## src/rtl/boot_pkg.sv

```systemverilog
// Shared definitions for the boot port router: magic byte default and source encodings.
package boot_pkg;

  localparam logic [7:0] MAGIC_BYTE_DEFAULT = 8'hbc;

  localparam logic [1:0] SRC_I2C = 2'd0;
  localparam logic [1:0] SRC_U0  = 2'd1;
  localparam logic [1:0] SRC_U1  = 2'd2;

  // The state encoding is the sel output encoding, so sel is the state register itself.
  typedef enum logic [1:0] {
    SEL_I2C = SRC_I2C,
    SEL_U0  = SRC_U0,
    SEL_U1  = SRC_U1
  } sel_state_e;

endpackage

```

## src/rtl/byte_skid_reg.sv

```systemverilog
// One-entry valid/ready holding register with a synchronous flush that drops any pending byte.
module byte_skid_reg (
  input  logic       clk,
  input  logic       reset_n,
  input  logic       flush,
  input  logic       in_valid,
  input  logic [7:0] in_data,
  output logic       in_ready,
  output logic       out_valid,
  output logic [7:0] out_data,
  input  logic       out_ready
);

  logic       valid_q, valid_d;
  logic [7:0] data_q,  data_d;

  // Accept when empty or when the current byte leaves this cycle: full rate with out_ready high.
  assign in_ready = !valid_q || out_ready;

  // NOTE: defaults first so every path assigns valid_d/data_d and no latch is inferred.
  always_comb begin
    valid_d = valid_q;
    data_d  = data_q;
    if (flush) begin
      valid_d = 1'b0;
    end else begin
      if (valid_q && out_ready) valid_d = 1'b0;
      if (in_valid && in_ready) begin
        valid_d = 1'b1;
        data_d  = in_data;
      end
    end
  end

  // NOTE: the data byte is reset too, because bl_in_data must read 0 while reset_n is low.
  always_ff @(posedge clk or negedge reset_n) begin
    if (!reset_n) begin
      valid_q <= 1'b0;
      data_q  <= 8'h00;
    end else begin
      // NOTE: non-blocking for all state so every flop samples pre-edge values.
      valid_q <= valid_d;
      data_q  <= data_d;
    end
  end

  assign out_valid = valid_q;
  assign out_data  = data_q;

endmodule

```

## src/rtl/boot_port_router.sv

```systemverilog
// Routes one of I2C / UART0 / UART1 to the SPI bootloader: magic-byte lock-in,
// break and idle-timeout bootloader resets, registered RX stage, combinational TX return.
module boot_port_router
  import boot_pkg::*;
#(
  parameter logic [7:0]  MAGIC_BYTE     = MAGIC_BYTE_DEFAULT,
  parameter int unsigned TIMEOUT_CYCLES = 12000000,
  parameter int unsigned CNT_W          = 24
) (
  input  logic       clk,
  input  logic       reset_n,
  input  logic       u0_rx_valid,
  input  logic [7:0] u0_rx_data,
  output logic       u0_rx_ready,
  input  logic       u0_rx_break,
  output logic       u0_tx_valid,
  output logic [7:0] u0_tx_data,
  input  logic       u0_tx_ready,
  output logic       u0_tx_oe,
  input  logic       u1_rx_valid,
  input  logic [7:0] u1_rx_data,
  output logic       u1_rx_ready,
  input  logic       u1_rx_break,
  output logic       u1_tx_valid,
  output logic [7:0] u1_tx_data,
  input  logic       u1_tx_ready,
  input  logic       i2c_rx_valid,
  input  logic [7:0] i2c_rx_data,
  output logic       i2c_rx_ready,
  output logic       i2c_tx_valid,
  output logic [7:0] i2c_tx_data,
  input  logic       i2c_tx_ready,
  output logic       bl_in_valid,
  output logic [7:0] bl_in_data,
  input  logic       bl_in_ready,
  input  logic       bl_out_valid,
  input  logic [7:0] bl_out_data,
  output logic       bl_out_ready,
  input  logic       bl_busy,
  output logic       bl_reset,
  output logic [1:0] sel
);

  localparam logic [CNT_W-1:0] CNT_LAST =
    CNT_W'((TIMEOUT_CYCLES == 0) ? 0 : TIMEOUT_CYCLES - 1);

  sel_state_e       state_q, state_d;
  logic [CNT_W-1:0] cnt_q, cnt_d;
  logic             bl_reset_q, bl_reset_d;
  logic             oe_q, oe_d;

  logic       skid_in_ready;
  logic       src_valid, src_break, src_beat;
  logic [7:0] src_data;
  logic       u0_magic, u1_magic, timeout_fire, state_chg;

  // Unselected UARTs are drained so their magic detector keeps seeing bytes.
  always_comb begin
    u0_rx_ready  = (state_q == SEL_U0)  ? skid_in_ready : 1'b1;
    u1_rx_ready  = (state_q == SEL_U1)  ? skid_in_ready : 1'b1;
    i2c_rx_ready = (state_q == SEL_I2C) ? skid_in_ready : 1'b0;
  end

  always_comb begin
    src_valid = 1'b0;
    src_data  = 8'h00;
    src_break = 1'b0;
    case (state_q)
      SEL_I2C: begin src_valid = i2c_rx_valid; src_data = i2c_rx_data; end
      SEL_U0:  begin src_valid = u0_rx_valid;  src_data = u0_rx_data;  src_break = u0_rx_break; end
      SEL_U1:  begin src_valid = u1_rx_valid;  src_data = u1_rx_data;  src_break = u1_rx_break; end
      default: ;
    endcase
  end

  assign src_beat = src_valid && skid_in_ready;

  always_comb begin
    u0_magic     = u0_rx_valid && u0_rx_ready && (u0_rx_data == MAGIC_BYTE) && (state_q != SEL_U0);
    u1_magic     = u1_rx_valid && u1_rx_ready && (u1_rx_data == MAGIC_BYTE) && (state_q == SEL_I2C);
    timeout_fire = (TIMEOUT_CYCLES != 0) && (state_q != SEL_I2C) && !src_beat && !bl_busy &&
                   (cnt_q == CNT_LAST);

    // u0 takes precedence over u1, and a lock-in takes precedence over a coincident timeout.
    state_d = state_q;
    if (u0_magic)          state_d = SEL_U0;
    else if (u1_magic)     state_d = SEL_U1;
    else if (timeout_fire) state_d = SEL_I2C;
    state_chg = (state_d != state_q);

    cnt_d = '0;
    if (state_q != SEL_I2C && !state_chg && !src_beat && !bl_busy)
      cnt_d = cnt_q + 1'b1;

    bl_reset_d = state_chg || src_break;
    oe_d       = oe_q || (state_d == SEL_U0);
  end

  always_ff @(posedge clk or negedge reset_n) begin
    if (!reset_n) begin
      state_q    <= SEL_I2C;
      cnt_q      <= '0;
      bl_reset_q <= 1'b0;
      oe_q       <= 1'b0;
    end else begin
      state_q    <= state_d;
      cnt_q      <= cnt_d;
      bl_reset_q <= bl_reset_d;
      oe_q       <= oe_d;
    end
  end

  // A state change flushes the stage, which also discards a byte the old source offers that cycle.
  byte_skid_reg u_skid (
    .clk       (clk),
    .reset_n   (reset_n),
    .flush     (state_chg),
    .in_valid  (src_valid),
    .in_data   (src_data),
    .in_ready  (skid_in_ready),
    .out_valid (bl_in_valid),
    .out_data  (bl_in_data),
    .out_ready (bl_in_ready)
  );

  always_comb begin
    u0_tx_valid  = bl_out_valid && (state_q == SEL_U0);
    u1_tx_valid  = bl_out_valid && (state_q == SEL_U1);
    i2c_tx_valid = bl_out_valid && (state_q == SEL_I2C);
    u0_tx_data   = bl_out_data;
    u1_tx_data   = bl_out_data;
    i2c_tx_data  = bl_out_data;
    case (state_q)
      SEL_U0:  bl_out_ready = u0_tx_ready;
      SEL_U1:  bl_out_ready = u1_tx_ready;
      default: bl_out_ready = i2c_tx_ready;
    endcase
  end

  assign sel      = state_q;
  assign bl_reset = bl_reset_q;
  assign u0_tx_oe = oe_q;

endmodule

```

## config.mk

```make
export PLATFORM = sky130hd
export DESIGN_NAME = boot_port_router
export DESIGN_NICKNAME = d
export VERILOG_FILES = /design/src/rtl/boot_pkg.sv /design/src/rtl/byte_skid_reg.sv /design/src/rtl/boot_port_router.sv
export SDC_FILE = /design/constraint.sdc
export NUM_CORES = 1
export LEC_CHECK = 0
export CAP_MARGIN = 20
export CORE_MARGIN = 2
export CORE_UTILIZATION = 45
export CTS_CLUSTER_SIZE = 24
export DETAILED_ROUTE_END_ITERATION = 8
export PLACE_DENSITY = 0.81
export SKIP_LAST_GASP = 1
export SYNTH_ARGS = -nofsm -noshare
export SYNTH_HDL_FRONTEND = slang
export SYNTH_SLANG_ARGS = --single-unit
```

## constraint.sdc

```tcl
create_clock -name clk -period 2.5 [get_ports clk]
set_clock_uncertainty 0.05 [all_clocks]
set_input_delay 0.5 -clock clk [delete_from_list [all_inputs] [get_ports clk]]
set_output_delay 0.5 -clock clk [all_outputs]
set_load 0.01 [all_outputs]
```

; After elaboration in Yosys (flattened, before gate mapping)
; Index checks and enable logic that the tools add are counted.
[totals]
register_bits = 37
wordCells = 58
in_bits = 45
output_inout_bits = 44
[classes]
mux = 14
bitwise = 1
eq_ne = 8
n_addsub = 1
reduce_logical = 28
[op_table]
columns = operator, n
row1 = $add 24x1->24 const B, 1
row2 = $eq 24x24->1 const B, 1
row3 = $mux 24, 1
row4 = $pmux 8 s3, 1
row5 = $logic_and 1x1->1, 17
row6 = $eq 8x8->1 const B, 2
row7 = $mux 1, 6
row8 = $mux 2, 3
row9 = $eq 2x1->1 const B, 2
row10 = $logic_not 1->1, 4
row11 = $pmux 1 s2, 2
row12 = $logic_or 1x1->1, 3
row13 = $pmux 1 s3, 1
row14 = $reduce_bool 3->1, 1
row15 = $eq 2x2->1 const B, 1
row16 = $logic_not 2->1, 1
row17 = $ne 2x1->1 const B, 1
row18 = $ne 2x2->1, 1
row19 = $reduce_and 2->1, 1
row20 = $reduce_bool 2->1, 1
row21 = $not 1->1, 1

; Longest topological paths before layout
[depth]
depth_word = 16
mapped_depth = 8
depth_no_buf = 7

; Hierarchy
; A second synthesis with hierarchy kept.
[unflattened]
hier_cells = 245
area_unflattened_um2 = 2381.0
[by_module_without_submodules]
columns = mod, n_inst, area_each_um2, seq_area_each_um2, cells_per_inst
row1 = boot_port_router, 1, 2021.9, 700.7, 223
row2 = byte_skid_reg, 1, 359.1, 225.2, 22

; Least setup slack after synthesis
; OpenSTA, ideal clock, no wires.
[synth_timing]
path_kind = register -> register
startpoint = register state_q[0], in the netlist sel[0]
endpoint = register cnt_q[0]
period_less_slack_ns = 2.361
path_stages_with_launch = 9
arrival_time_ns = 2.186
path_buffers = 1
required_time_ns = 2.325
setup_time_ns = 0.125
path_slack_ns = 0.139
cell_sequence = dfrtp_1 > inv_1 > ha_1 > nand2b_1 > a2111oi_4 > xnor2_1 > a311oi_4 > buf_6 > nor3b_2
[synth_via]
elab_chain_len = 16
elab_cells_between_ends = 28
cone_classes = 4 x eq/ne / 7 x mux / 17 x reduce/logical
[synth_rtl]
columns = item, line_no
row1 = from (decl), boot_port_router.sv:47  ; sel_state_e state_q, state_d;
row2 = from (signal assigned), boot_port_router.sv:106  ; state_q <= state_d;
row3 = "$eq 2x2->1, or another cell as far along", "boot_port_router.sv:60, boot_port_router.sv:68"
row4 = $pmux 1 s3, boot_port_router.sv:68  ; case (state_q)
row5 = $logic_and 1x1->1, boot_port_router.sv:76  ; assign src_beat = src_valid && skid_in_ready;
row6 = $logic_not 1->1, "boot_port_router.sv:81, boot_port_router.sv:92"
row7 = $logic_and 1x1->1 (3 in series), boot_port_router.sv:81  ; timeout_fire = (TIMEOUT_CYCLES != 0) && (state_q != SEL_I2C) && !src_beat && !bl_busy &&
row8 = $mux 2, boot_port_router.sv:88  ; else if (timeout_fire) state_d = SEL_I2C;
row9 = $mux 2, boot_port_router.sv:87  ; else if (u1_magic) state_d = SEL_U1;
row10 = $mux 2, boot_port_router.sv:86  ; if (u0_magic) state_d = SEL_U0;
row11 = $ne 2x2->1, boot_port_router.sv:89  ; state_chg = (state_d != state_q);
row12 = $logic_not 1->1, boot_port_router.sv:92  ; if (state_q != SEL_I2C && !state_chg && !src_beat && !bl_busy)
row13 = $logic_and 1x1->1, boot_port_router.sv:92
row14 = $logic_and 1x1->1 (*) (2 in series), boot_port_router.sv:92
row15 = $mux 24 (*), boot_port_router.sv:92
row16 = named net cnt_d[0], boot_port_router.sv:48  ; logic [CNT_W-1:0] cnt_q, cnt_d;
row17 = to (signal assigned), boot_port_router.sv:107  ; cnt_q <= cnt_d;
row18 = to (decl), boot_port_router.sv:48
; Mark *: on every way through the listed nets, which the timed path passes. The rest lies on a longest branch.
; A chain may end at the register's enable or synchronous reset.

; Final worst setup path
[layout_timing]
startpoint = input port bl_in_ready
endpoint = output port i2c_rx_ready
[layout_via]
elab_chain_len = 2
[layout_rtl]
columns = item, line_no
row1 = from (decl), boot_port_router.sv:35  ; input logic bl_in_ready,
row2 = $logic_or 1x1->1, byte_skid_reg.sv:18  ; assign in_ready = !valid_q || out_ready;
row3 = $mux 1, boot_port_router.sv:61  ; i2c_rx_ready = (state_q == SEL_I2C) ? skid_in_ready : 1'b0;
row4 = to (decl), boot_port_router.sv:29  ; output logic i2c_rx_ready,
; No other way between the ends.

==> metrics.yaml <==
outcome: "complete, no violations"
ys_top_cells_by_count: "dfrtp_1 (37), buf_4 (24), nand2_1 (23)"
synth_area_leaders: "dfrtp_1 (38%), buf_4 (7.4%), xnor2_1 (6.5%), nor3b_2 (3.6%), nand2_1 (3.6%)"
synth_edf_count: 0
route.vias.total: 2078
grt_max_degree: 38
drt_pass1_iterations: 5
design_area_mm2: 0.00319
synthesis.nets: 303
synthArstFlopShare_pct: 100
regToRegSetupSlack_ns: 0.16
htree_levels: 2
synth_mux_area_share_pct: 0
path_max_fanout: 5
wirelength_um: 5950
netlist_area_mm2: 0.00243
ant_nets: 0
fin_crit_sh_pct: 96.9
core_mm2: 0.00514
switchingPower_uw: 429
first_global_vias: 2045
worst_pin_slew_ns: 0.467
cts_hold_buf: 0
rsz0062_at_grt: "true"
setup_viol: 0
post_cts_buffers: 0
whs_path_depth: 1
cp_common_cell: "clkdlybuf4s50_1"
tns_ns: 0
critPathLaunchType: "input pin"
antenna_found_initial: 0
cts_max_path_buffers: 2
cts_buffers: 5
start_util_pct: 47.2
dieHeight_um: 77.4
crit_arrival_ns: 1.87
r2r-end: "cnt_q[4]"
dp_slack_ns: -0.250
clk-insertion-delay-late_ns: 0.29
fillers: 428
syn2layout_area_growth_pct: 31.4
finalHoldViolCount: 0
gp_congestion: 0.824
dieArea_mm2: 0.00599
portBuffers: 56
layout-drive-gt1-share_pct: 19.5
tritoncts: "built"
critical_path_depth: 5
p_comb_share_pct: 25.0
path_class: "input pin to output port"
cp_top_family: "buffers and inverters"
drv_cap: 0
ys_types: 44
syn_area_per_cell_um2: 9.59
cp_data_required_time_ns: 1.95
power_frac_seq_pct: 39.5
post_drt_wl_per_cell_um: 15.8
ir_drop_mv: 0.302
maxSlewViolCount: 0
crit_slowest_cell: "clkdlybuf4s50_1"
min_to: "u0_tx_oe"
fin_crit_ns: 2.42
yosys_most_used_dff: "dfrtp_1"
overflow: 0
rows: 26
hold_ws_ns: 0.432
synthCells: 253
p_clk_share_pct: 35.5
leakage_uw: 0.00125
fin_ws_ns: 0.0768
cpPeakStageDelay_ns: 0.47
yosysMostFrequentCell: "dfrtp_1"
nets: 356
clock.fmax_ghz: 0.413
synth_top_area_cell: "dfrtp_1"
crit_chain: "clkdlybuf4s50_1, nor2b_2, buf_4, nor2b_1, clkdlybuf4s50_1"
switching_share_pct: 25.0
powerDensity_mw_per_mm2: 538
grt_pass1_wl_um: 9770
ios: 89
drtIter0Drc: 112
dpl.hpwl_um: 4330
worst_hold_path_type: "flop to flop"
synth-seq-cells: 37
synth_top_area_share_pct: 38.2
worstReg2RegStart: "cnt_q[8]"
cts.clk_slew.worst_paths_ns: 0.07
drc: 0
yosys.area_share.simple_pct: 29.4
synth-compound-area-share_pct: 11.2
rr_worst_depth: 6
chipWidth_um: 77.4
yosys.area_share.xor_xnor_pct: 8.30
cts_sinks: 37
yosysWarnings: 0
place_area_mm2: 0.00302
ys_seq_area_share_pct: 38.2
crit_path_end_kind: "output port"
hp-start: "u0_tx_oe"
track_usage_pct: 20.2
utilization_pct: 62.0
antennaDiodeCount: 0
vias_per_cell: 5.51
relSlewSlack_pct: 68.6
p_int_uw: 1290
synthAdderAreaFrac_pct: 2.58
cts_root_buffer: "clkbuf_8"
crit_buf_inv: 3
synth_top_family_by_area: "simple AND/OR/NAND/NOR gates"
-- area by class of cell --
cell class	count	area (um^2)	share of cell area, %
inverters	6	22.5	0.706
flip-flops and latches	37	926	29.0
clock buffers	5	68.8	2.16
well taps	70	87.6	2.75
clock inverters	3	65.1	2.04
repair buffers	78	762	23.9
multi-input cells	178	1260	39.4
-- placed cells by master, fill, tap and decap left out, drive strengths merged, types with 7 or more instances in the layout --
cell / instances
nand4: 7
clkdlybuf4s50: 55
nor2: 27
xnor2: 18
nor4: 7
nand2: 23
nor3: 9
a222oi: 8
nand3: 9
a21oi: 10
dfrtp: 37
buf: 21
nor3b: 11
-- worst max-delay path by stage --
stage | from | endpoint
2_1_floorplan | sel[0] | cnt_q[0]
3_3_place_gp | u1_rx_data[0] | cnt_q[16]
3_5_place_dp | u1_rx_valid | cnt_q[15]
4_1_cts | sel[1] | bl_out_ready
5_1_grt | u1_rx_data[3] | cnt_q[10]
6_report | bl_in_ready | i2c_rx_ready
-- per-stage QoR --
step	power [uW]	instances
6_report	1710	377
5_1_grt	1790	377
4_1_cts	1730	376
3_5_place_dp	1120	368
3_3_place_gp	1110	368
2_1_floorplan	898	253
-- state kept, by name (all words and copies together) (netlist names) --
signal,count
bl_reset,1
sel,2
u_skid.out_data,8
cnt_q,24
u0_tx_oe,1
u_skid.out_valid,1
-- layer usage --
| metal | track usage (%) | routed length (um) | vias to the layer above |
|---|---|---|---|
| met1 | 24.3 | 2450 | 988 |
| li1 | - | - | 990 |
| met5 | 0 | 0 | - |
| met3 | 4.88 | 429 | 8 |
| met2 | 35.9 | 3000 | 92 |
| met4 | 5.71 | 75 | 0 |
-- power by group through the flow --
stage	clock network (uW)	logic, uW	registers (uW)
3_3_place_gp	0	419	688
3_5_place_dp	0	428	689
5_1_grt	639	465	684
4_1_cts	619	431	678
6_report	608	429	678
2_1_floorplan	0	185	713
-- cell families (layout without fill, tap and decap cells) --
group	Yosys count	count (layout)
xor gates and xnor gates	23	23
and+or+nand+nor	120	120
DFF	37	37
AOI/OAI and AO/OA	30	30
buffers and inverters	38	92
adders and majority gates	5	5
-- what timing repair did --
action	4_1_cts	5_1_grt
pin swaps	0	2
setup endpoints to repair	3	25
resized for setup	3	1
cloned	0	1
endpoints found under the hold margin	0	0
Power figures use the tool's default switching activity.
